===== config.mk =====
export PLATFORM = sky130hd
export DESIGN_NAME = bullet_scheduler_flat
export DESIGN_NICKNAME = d
export VERILOG_FILES = /design/src/rtl/bullet_pkg.sv /design/src/rtl/bullet_scheduler_if.sv /design/src/rtl/move_tick_gen.sv /design/src/rtl/bullet_scheduler.sv /design/src/flat_wrapper.sv
export SDC_FILE = /design/constraint.sdc
export NUM_CORES = 1
export LEC_CHECK = 0
export CORE_MARGIN = 10
export CORE_UTILIZATION = 51
export CTS_CLUSTER_DIAMETER = 80
export DETAILED_ROUTE_END_ITERATION = 7
export PLACE_DENSITY = 0.82
export SLEW_MARGIN = 10
export SYNTH_ARGS = -nofsm -noshare
export SYNTH_HDL_FRONTEND = slang
export SYNTH_SLANG_ARGS = --single-unit

===== constraint.sdc =====
create_clock -name clk -period 2.9 [get_ports clk]
set_input_delay 0.435 -clock clk [delete_from_list [all_inputs] [get_ports clk]]
set_output_delay 0.435 -clock clk [all_outputs]
set_load 0.02 [all_outputs]

===== src/rtl/bullet_pkg.sv =====
// Shared definitions for the player bullet pool and its neighbours.
//   COORD_W       : screen coordinate width
//   NUM_SLOTS_DEF : default number of concurrent player bullets
//   V_TOP_DEF     : default top-of-screen retire line
//   slot_state_t  : per-slot state (IDLE = free, FLY = in flight)
package bullet_pkg;

    localparam int COORD_W       = 10;
    localparam int NUM_SLOTS_DEF = 4;
    localparam int V_TOP_DEF     = 1;

    typedef enum logic {
        IDLE = 1'b0,
        FLY  = 1'b1
    } slot_state_t;

endpackage


===== src/rtl/bullet_scheduler_if.sv =====
// Bundle between the bullet scheduler and its neighbours.
//   h_my_plane/v_my_plane : plane position used as the launch point
//   fire                  : fire key level
//   hit                   : per-slot collision strobe
//   h_bullet/v_bullet     : slot i coordinates at bits [10i+9:10i]
//   active                : slot in flight
//   fired/dropped         : one-cycle launch / rejected-press pulses
//   full                  : every slot in flight
// master = upstream/downstream logic, slave = the scheduler.
interface bullet_scheduler_if
    import bullet_pkg::*;
#(
    parameter int NUM_SLOTS = NUM_SLOTS_DEF
);
    logic [COORD_W-1:0]           h_my_plane;
    logic [COORD_W-1:0]           v_my_plane;
    logic                         fire;
    logic [NUM_SLOTS-1:0]         hit;
    logic [COORD_W*NUM_SLOTS-1:0] h_bullet;
    logic [COORD_W*NUM_SLOTS-1:0] v_bullet;
    logic [NUM_SLOTS-1:0]         active;
    logic                         fired;
    logic                         dropped;
    logic                         full;

    modport master (
        output h_my_plane, v_my_plane, fire, hit,
        input  h_bullet, v_bullet, active, fired, dropped, full
    );

    modport slave (
        input  h_my_plane, v_my_plane, fire, hit,
        output h_bullet, v_bullet, active, fired, dropped, full
    );
endinterface


===== src/rtl/move_tick_gen.sv =====
// Free-running divider producing a one-cycle move tick every MOVE_DIV clocks.
//   clk   : system clock
//   rst_n : asynchronous active-low reset (count restarts at 0)
//   tick  : high for the single cycle where the count is MOVE_DIV-1
module move_tick_gen #(
    parameter int MOVE_DIV = 100000
) (
    input  logic clk,
    input  logic rst_n,
    output logic tick
);
    localparam int CNT_W = (MOVE_DIV > 2) ? $clog2(MOVE_DIV) : 1;

    logic [CNT_W-1:0] cnt;

    assign tick = (cnt == CNT_W'(MOVE_DIV - 1));

    always_ff @(posedge clk or negedge rst_n) begin
        if (!rst_n)    cnt <= '0;
        else if (tick) cnt <= '0;
        else           cnt <= cnt + CNT_W'(1);
    end
endmodule


===== src/rtl/bullet_scheduler.sv =====
// Player bullet pool: turns fire presses into launches into the lowest free
// slot, enforces a launch cooldown counted in move ticks, moves in-flight
// bullets up by STEP each tick and retires them at the top or on a hit.
//   clk, rst_n : clock, asynchronous active-low reset
//   bus        : slave side of bullet_scheduler_if (plane, fire, hit in;
//                bullet coordinates, active, fired, dropped, full out)
module bullet_scheduler
    import bullet_pkg::*;
#(
    parameter int NUM_SLOTS = NUM_SLOTS_DEF,
    parameter int MOVE_DIV  = 100000,
    parameter int STEP      = 1,
    parameter int V_TOP     = V_TOP_DEF,
    parameter int COOLDOWN  = 8
) (
    input  logic               clk,
    input  logic               rst_n,
    bullet_scheduler_if.slave  bus
);
    localparam int                 CD_W    = $clog2(COOLDOWN + 2);
    localparam logic [COORD_W:0]   RET_LIM = (COORD_W + 1)'(V_TOP + STEP);
    localparam logic [COORD_W-1:0] STEP_C  = COORD_W'(STEP);
    localparam logic [CD_W-1:0]    CD_LOAD = CD_W'(COOLDOWN);

    logic                              tick;
    logic                              fire_d;
    logic                              fire_rise;
    logic [CD_W-1:0]                   cd_q;
    slot_state_t [NUM_SLOTS-1:0]       st_q, st_d;
    logic [NUM_SLOTS-1:0][COORD_W-1:0] h_q, h_d, v_q, v_d;
    logic [NUM_SLOTS-1:0]              active;
    logic [NUM_SLOTS-1:0]              launch_sel;
    logic                              found;
    logic                              launch;
    logic                              fired_q, dropped_q;

    move_tick_gen #(.MOVE_DIV(MOVE_DIV)) u_tick (
        .clk   (clk),
        .rst_n (rst_n),
        .tick  (tick)
    );

    assign fire_rise = bus.fire & ~fire_d;

    always_comb begin
        for (int i = 0; i < NUM_SLOTS; i++) active[i] = (st_q[i] == FLY);
    end

    // Lowest-index free slot, judged on the registered state: a slot that
    // retires this cycle is still counted busy.
    always_comb begin
        launch_sel = '0;
        found      = 1'b0;
        for (int i = 0; i < NUM_SLOTS; i++) begin
            if (!active[i] && !found) begin
                launch_sel[i] = 1'b1;
                found         = 1'b1;
            end
        end
    end

    assign launch = fire_rise && (cd_q == '0) && found;

    // Slot next-state: hit beats the tick retire, which beats the move.
    // Only IDLE slots can be launched, so a new bullet never moves on its
    // launch cycle.
    always_comb begin
        st_d = st_q;
        h_d  = h_q;
        v_d  = v_q;
        for (int i = 0; i < NUM_SLOTS; i++) begin
            if (st_q[i] == FLY) begin
                if (bus.hit[i] || (tick && ({1'b0, v_q[i]} < RET_LIM))) begin
                    st_d[i] = IDLE;
                    h_d[i]  = '0;
                    v_d[i]  = '0;
                end else if (tick) begin
                    v_d[i] = v_q[i] - STEP_C;
                end
            end else if (launch && launch_sel[i]) begin
                st_d[i] = FLY;
                h_d[i]  = bus.h_my_plane;
                v_d[i]  = bus.v_my_plane;
            end
        end
    end

    always_ff @(posedge clk or negedge rst_n) begin
        if (!rst_n) begin
            for (int i = 0; i < NUM_SLOTS; i++) st_q[i] <= IDLE;
            h_q       <= '0;
            v_q       <= '0;
            fire_d    <= 1'b0;
            cd_q      <= '0;
            fired_q   <= 1'b0;
            dropped_q <= 1'b0;
        end else begin
            st_q      <= st_d;
            h_q       <= h_d;
            v_q       <= v_d;
            fire_d    <= bus.fire;
            fired_q   <= launch;
            dropped_q <= fire_rise && !launch;
            // A fresh load wins over a same-cycle tick decrement.
            if (launch)                 cd_q <= CD_LOAD;
            else if (tick && cd_q != '0) cd_q <= cd_q - CD_W'(1);
        end
    end

    assign bus.h_bullet = h_q;
    assign bus.v_bullet = v_q;
    assign bus.active   = active;
    assign bus.fired    = fired_q;
    assign bus.dropped  = dropped_q;
    assign bus.full     = &active;
endmodule


===== src/flat_wrapper.sv =====
// flat-port wrapper written by rule: the top's interface ports become plain ports
module bullet_scheduler_flat import bullet_pkg::*;
#(
    parameter int NUM_SLOTS = NUM_SLOTS_DEF,
    parameter int MOVE_DIV  = 100000,
    parameter int STEP      = 1,
    parameter int V_TOP     = V_TOP_DEF,
    parameter int COOLDOWN  = 8
)
  (clk, rst_n, bus_h_my_plane, bus_v_my_plane, bus_fire, bus_hit, bus_h_bullet, bus_v_bullet, bus_active, bus_fired, bus_dropped, bus_full);
  bullet_scheduler_if #(.NUM_SLOTS(NUM_SLOTS)) bus_i ();
  input  logic clk;
  input  logic rst_n;
  input wire logic [$bits(bus_i.h_my_plane)-1:0] bus_h_my_plane;
  input wire logic [$bits(bus_i.v_my_plane)-1:0] bus_v_my_plane;
  input wire logic [$bits(bus_i.fire)-1:0] bus_fire;
  input wire logic [$bits(bus_i.hit)-1:0] bus_hit;
  output wire logic [$bits(bus_i.h_bullet)-1:0] bus_h_bullet;
  output wire logic [$bits(bus_i.v_bullet)-1:0] bus_v_bullet;
  output wire logic [$bits(bus_i.active)-1:0] bus_active;
  output wire logic [$bits(bus_i.fired)-1:0] bus_fired;
  output wire logic [$bits(bus_i.dropped)-1:0] bus_dropped;
  output wire logic [$bits(bus_i.full)-1:0] bus_full;
  assign bus_i.h_my_plane = bus_h_my_plane;
  assign bus_i.v_my_plane = bus_v_my_plane;
  assign bus_i.fire = bus_fire;
  assign bus_i.hit = bus_hit;
  assign bus_h_bullet = bus_i.h_bullet;
  assign bus_v_bullet = bus_i.v_bullet;
  assign bus_active = bus_i.active;
  assign bus_fired = bus_i.fired;
  assign bus_dropped = bus_i.dropped;
  assign bus_full = bus_i.full;
  bullet_scheduler #(.NUM_SLOTS(NUM_SLOTS), .MOVE_DIV(MOVE_DIV), .STEP(STEP), .V_TOP(V_TOP), .COOLDOWN(COOLDOWN)) u_core (.clk(clk), .rst_n(rst_n), .bus(bus_i));
endmodule

==> out/metrics.csv <==
stage,metric,value,unit
logic_synthesis,ys_types,61,
finish,utilization,66.6,%
finish,fillers,814,
routing,drt-initial-drc-count,499,
timing,tns,0,ns
logic_synthesis,synth.most_common_cell,dfrtp_1,
timing,worst_pin_slew,1.00,ns
routing,drc,0,
logic_synthesis,syn_nets,556,
floorplanning,die_w,122,um
placed_design,place_congestion,0.899,
logic_synthesis,synth_top_area_share,50.5,%
timing,rsz0062_at_grt,no,
grt,grt_pass1_wl,25000,um
setup_path,worst-setup-path-type,reg2out,
floorplanning,die_h,122,um
finish,stdcell_count,777,
logic_synthesis,yosys_warnings,0,
floorplanning,core_area,10300,um2
timing,relSlewSlack,33.4,%
setup_path,crit_chain,"nand3_1, nor2_1, clkdlybuf4s50_1",
logic_synthesis,synth_edf_count,0,
logic_synthesis,synth.cell_area,5350,um2
logic_synthesis,synth-simple-area-share,15.6,%
timing,hold_viol_final,0,
floorplanning,initial_utilization,52.0,%
routing,via_per_inst,6.14,
setup_path,start_kind,flip-flop,
power_and_ir_drop,totalPowerFinal,2.86,mW
logic_synthesis,muxShareOfSynthArea,2.08,%
logic_synthesis,synth_ff_type,dfrtp_1,
clock_network,cts.clk_slew.worst_paths,0.10,ns
grt,grt_pass1_vias,4710,
finish,fin_nets,669,
clock_network,postCtsHoldBufs,0,
placed_design,io_buffers,113,
timing,max_freq,0.392,GHz
outcome,run_status,completed,
setup_path,slowest_stage,dfrtp_1,
grt,grt_max_degree,58,
timing,fin_worst_skew,0.0129,ns
logic_synthesis,synth.top_cells.by_count,"dfrtp_1 (108), a22o_1 (54), o21ai_0 (37)",
routing,final_antenna_net_count,0,
clock_network,cts.repair.resized,0,
logic_synthesis,synthXorXnorAreaFrac,2.62,%
setup_path,crit_path_end_kind,primary output,
floorplanning,placementRows,37,
power_and_ir_drop,leakage,3.02,nW
min_path,min-delay-path-class,in2async,
routing,dr.pass1.iters,5,
finish,postLayoutCellArea,6840,um2
power_and_ir_drop,powerDensity,418,nW/um2
clock_network,clock_path_buffers,2,
setup_path,crit_required,2.47,ns
logic_synthesis,async_flop_share,100,%
logic_synthesis,synth_cells,523,
placed_design,dpl.cell_count,761,
logic_synthesis,synth_area_per_cell,10.2,um2
clock_network,htree_levels,3,
floorplanning,ioPinCount,114,
routing,wl_per_cell,19.8,um
placed_design,place_hpwl,11200,um
grt,grt_usage,20.6,%
clock_network,cts_tree,done,
logic_synthesis,synth-compound-area-share,23.5,%
clock_network,clk_latency,0.39,ns
power_and_ir_drop,ir_worst_vdd,0.307,mV
grt,antenna_found_initial,0,
timing,finalCritPeriodShare,87.9,%
timing,period_minus_slack,2.55,ns
job,maxCapViolCount,0,
timing,fin_ws,0.351,ns
logic_synthesis,ys_ff_latch,108,
clock_network,post_cts_buffers,0,
timing,setup_viol,0,
finish,syn_to_final_growth,28.0,%
grt,overflow,0,
routing,routed_wl,15400,um
routing,via_count,4771,
floorplanning,die-area,15000,um2
finish,diodes,0,
clock_network,clock-sinks,108,
placed_design,place_ws,0.368,ns
setup_path,worstPathMaxFanout,15,
finish,drive_above_1_share,6.71,%
clock_network,cts_buffers,9,
setup_path,max_stage_delay,0.68,ns
clock_network,cts-root-buf,clkbuf_8,
logic_synthesis,synthTopCellsByArea,"dfrtp_1 (51%), a22o_1 (8.8%), o21ai_0 (3.5%), inv_1 (2.4%), nand2_1 (2.4%)",
setup_path,critPathArrivalTime,2.11,ns
timing,slew_violations,0,
logic_synthesis,synth_top_area_cell,dfrtp_1,
logic_synthesis,synth_top_family_by_area,compound AO/OA/AOI/OAI gates,
timing,hold_ws,0.0885,ns
logic_synthesis,synth_fa_ha_area_share,1.40,%
logic_synthesis,seq_area_frac_synth,50.5,%
placed_design,placedInstanceArea,6650,um2
-- final cells by class --
cell class	count	area [um2]	area share (%)
Tap cell	136	170	2.49
Inverter	34	128	1.87
Clock inverter	7	73.8	1.08
Clock buffer	9	124	1.81
Timing Repair Buffer	125	1230	18.0
Multi-Input combinational cell	358	2410	35.3
Sequential cell	108	2700	39.5
-- cell usage in the layout, fill, tap and decap left out, types with 9 or more instances in the layout --
cell             instances
a22o_1                  54
buf_4                   12
clkbuf_8                 9
clkdlybuf4s50_1        112
dfrtp_1                108
inv_1                   34
mux2i_1                 10
nand2_1                 34
nand2b_1                10
nand3_1                 20
nor2_1                  25
nor3_1                  25
o21ai_0                 37
o22ai_1                 11
o32ai_1                  9
xnor2_1                 10
-- per-layer routing --
layer / vias up / GRT usage [%] / share of wire [%]
met1: 2362 / 27.5 / 42
met4: 0 / 4.34 / 1.1
met5: - / 0 / 0
met2: 198 / 32.5 / 48
li1: 2185 / - / -
met3: 26 / 6.15 / 8.2
-- worst max-delay path: cells and delay by family, from the launching register on --
kind	cells	cell delay (ns)
flops	1	0.68
simple gates	2	0.41
buf+inv	1	0.64
-- where the power goes --
part	switching [mW]	total, mW	internal, mW	leakage [nW]
clock	0.543	0.947	0.404	0.100
combinational	0.175	0.325	0.150	1.49
sequential	0.0430	1.59	1.54	1.43
-- cell families after synthesis --
group,Yosys count
AOI/OAI and AO/OA,169
xor gates and xnor gates,16
and+or+nand+nor,156
DFF,108
adders and majority gates,6
buffers and inverters,57
muxes,11
-- state kept, by name, summed over array words and instances (netlist names) --
register,count
u_core.bus.dropped,1
u_core.bus.active,4
u_core.u_tick.cnt,17
u_core.bus.fired,1
u_core.fire_d,1
u_core.bus.h_bullet,40
u_core.cd_q,4
u_core.bus.v_bullet,40
-- worst paths after layout --
kind / slack (ns) / endpoint / start / depth (start not counted)
min: 0.09 / u_core.bus.v_bullet[36]$_DFFE_PN0P_ / rst_n / 1
min reg2reg: 0.50 / u_core.u_tick.cnt[4]$_DFF_PN0_ / u_core.u_tick.cnt[4]$_DFF_PN0_ / 1
max in group asynchronous: 2.07 / u_core.bus.h_bullet[10]$_DFFE_PN0P_ / rst_n / 2
max: 0.35 / bus_full / u_core.bus.active[1]$_DFF_PN0_ / 3
max reg2reg: 0.39 / u_core.bus.v_bullet[38]$_DFFE_PN0P_ / u_core.cd_q[0]$_DFFE_PN0P_ / 7
min in group clk: 0.50 / u_core.u_tick.cnt[4]$_DFF_PN0_ / u_core.u_tick.cnt[4]$_DFF_PN0_ / 1
Note: power is estimated with default switching activity, not from simulation.
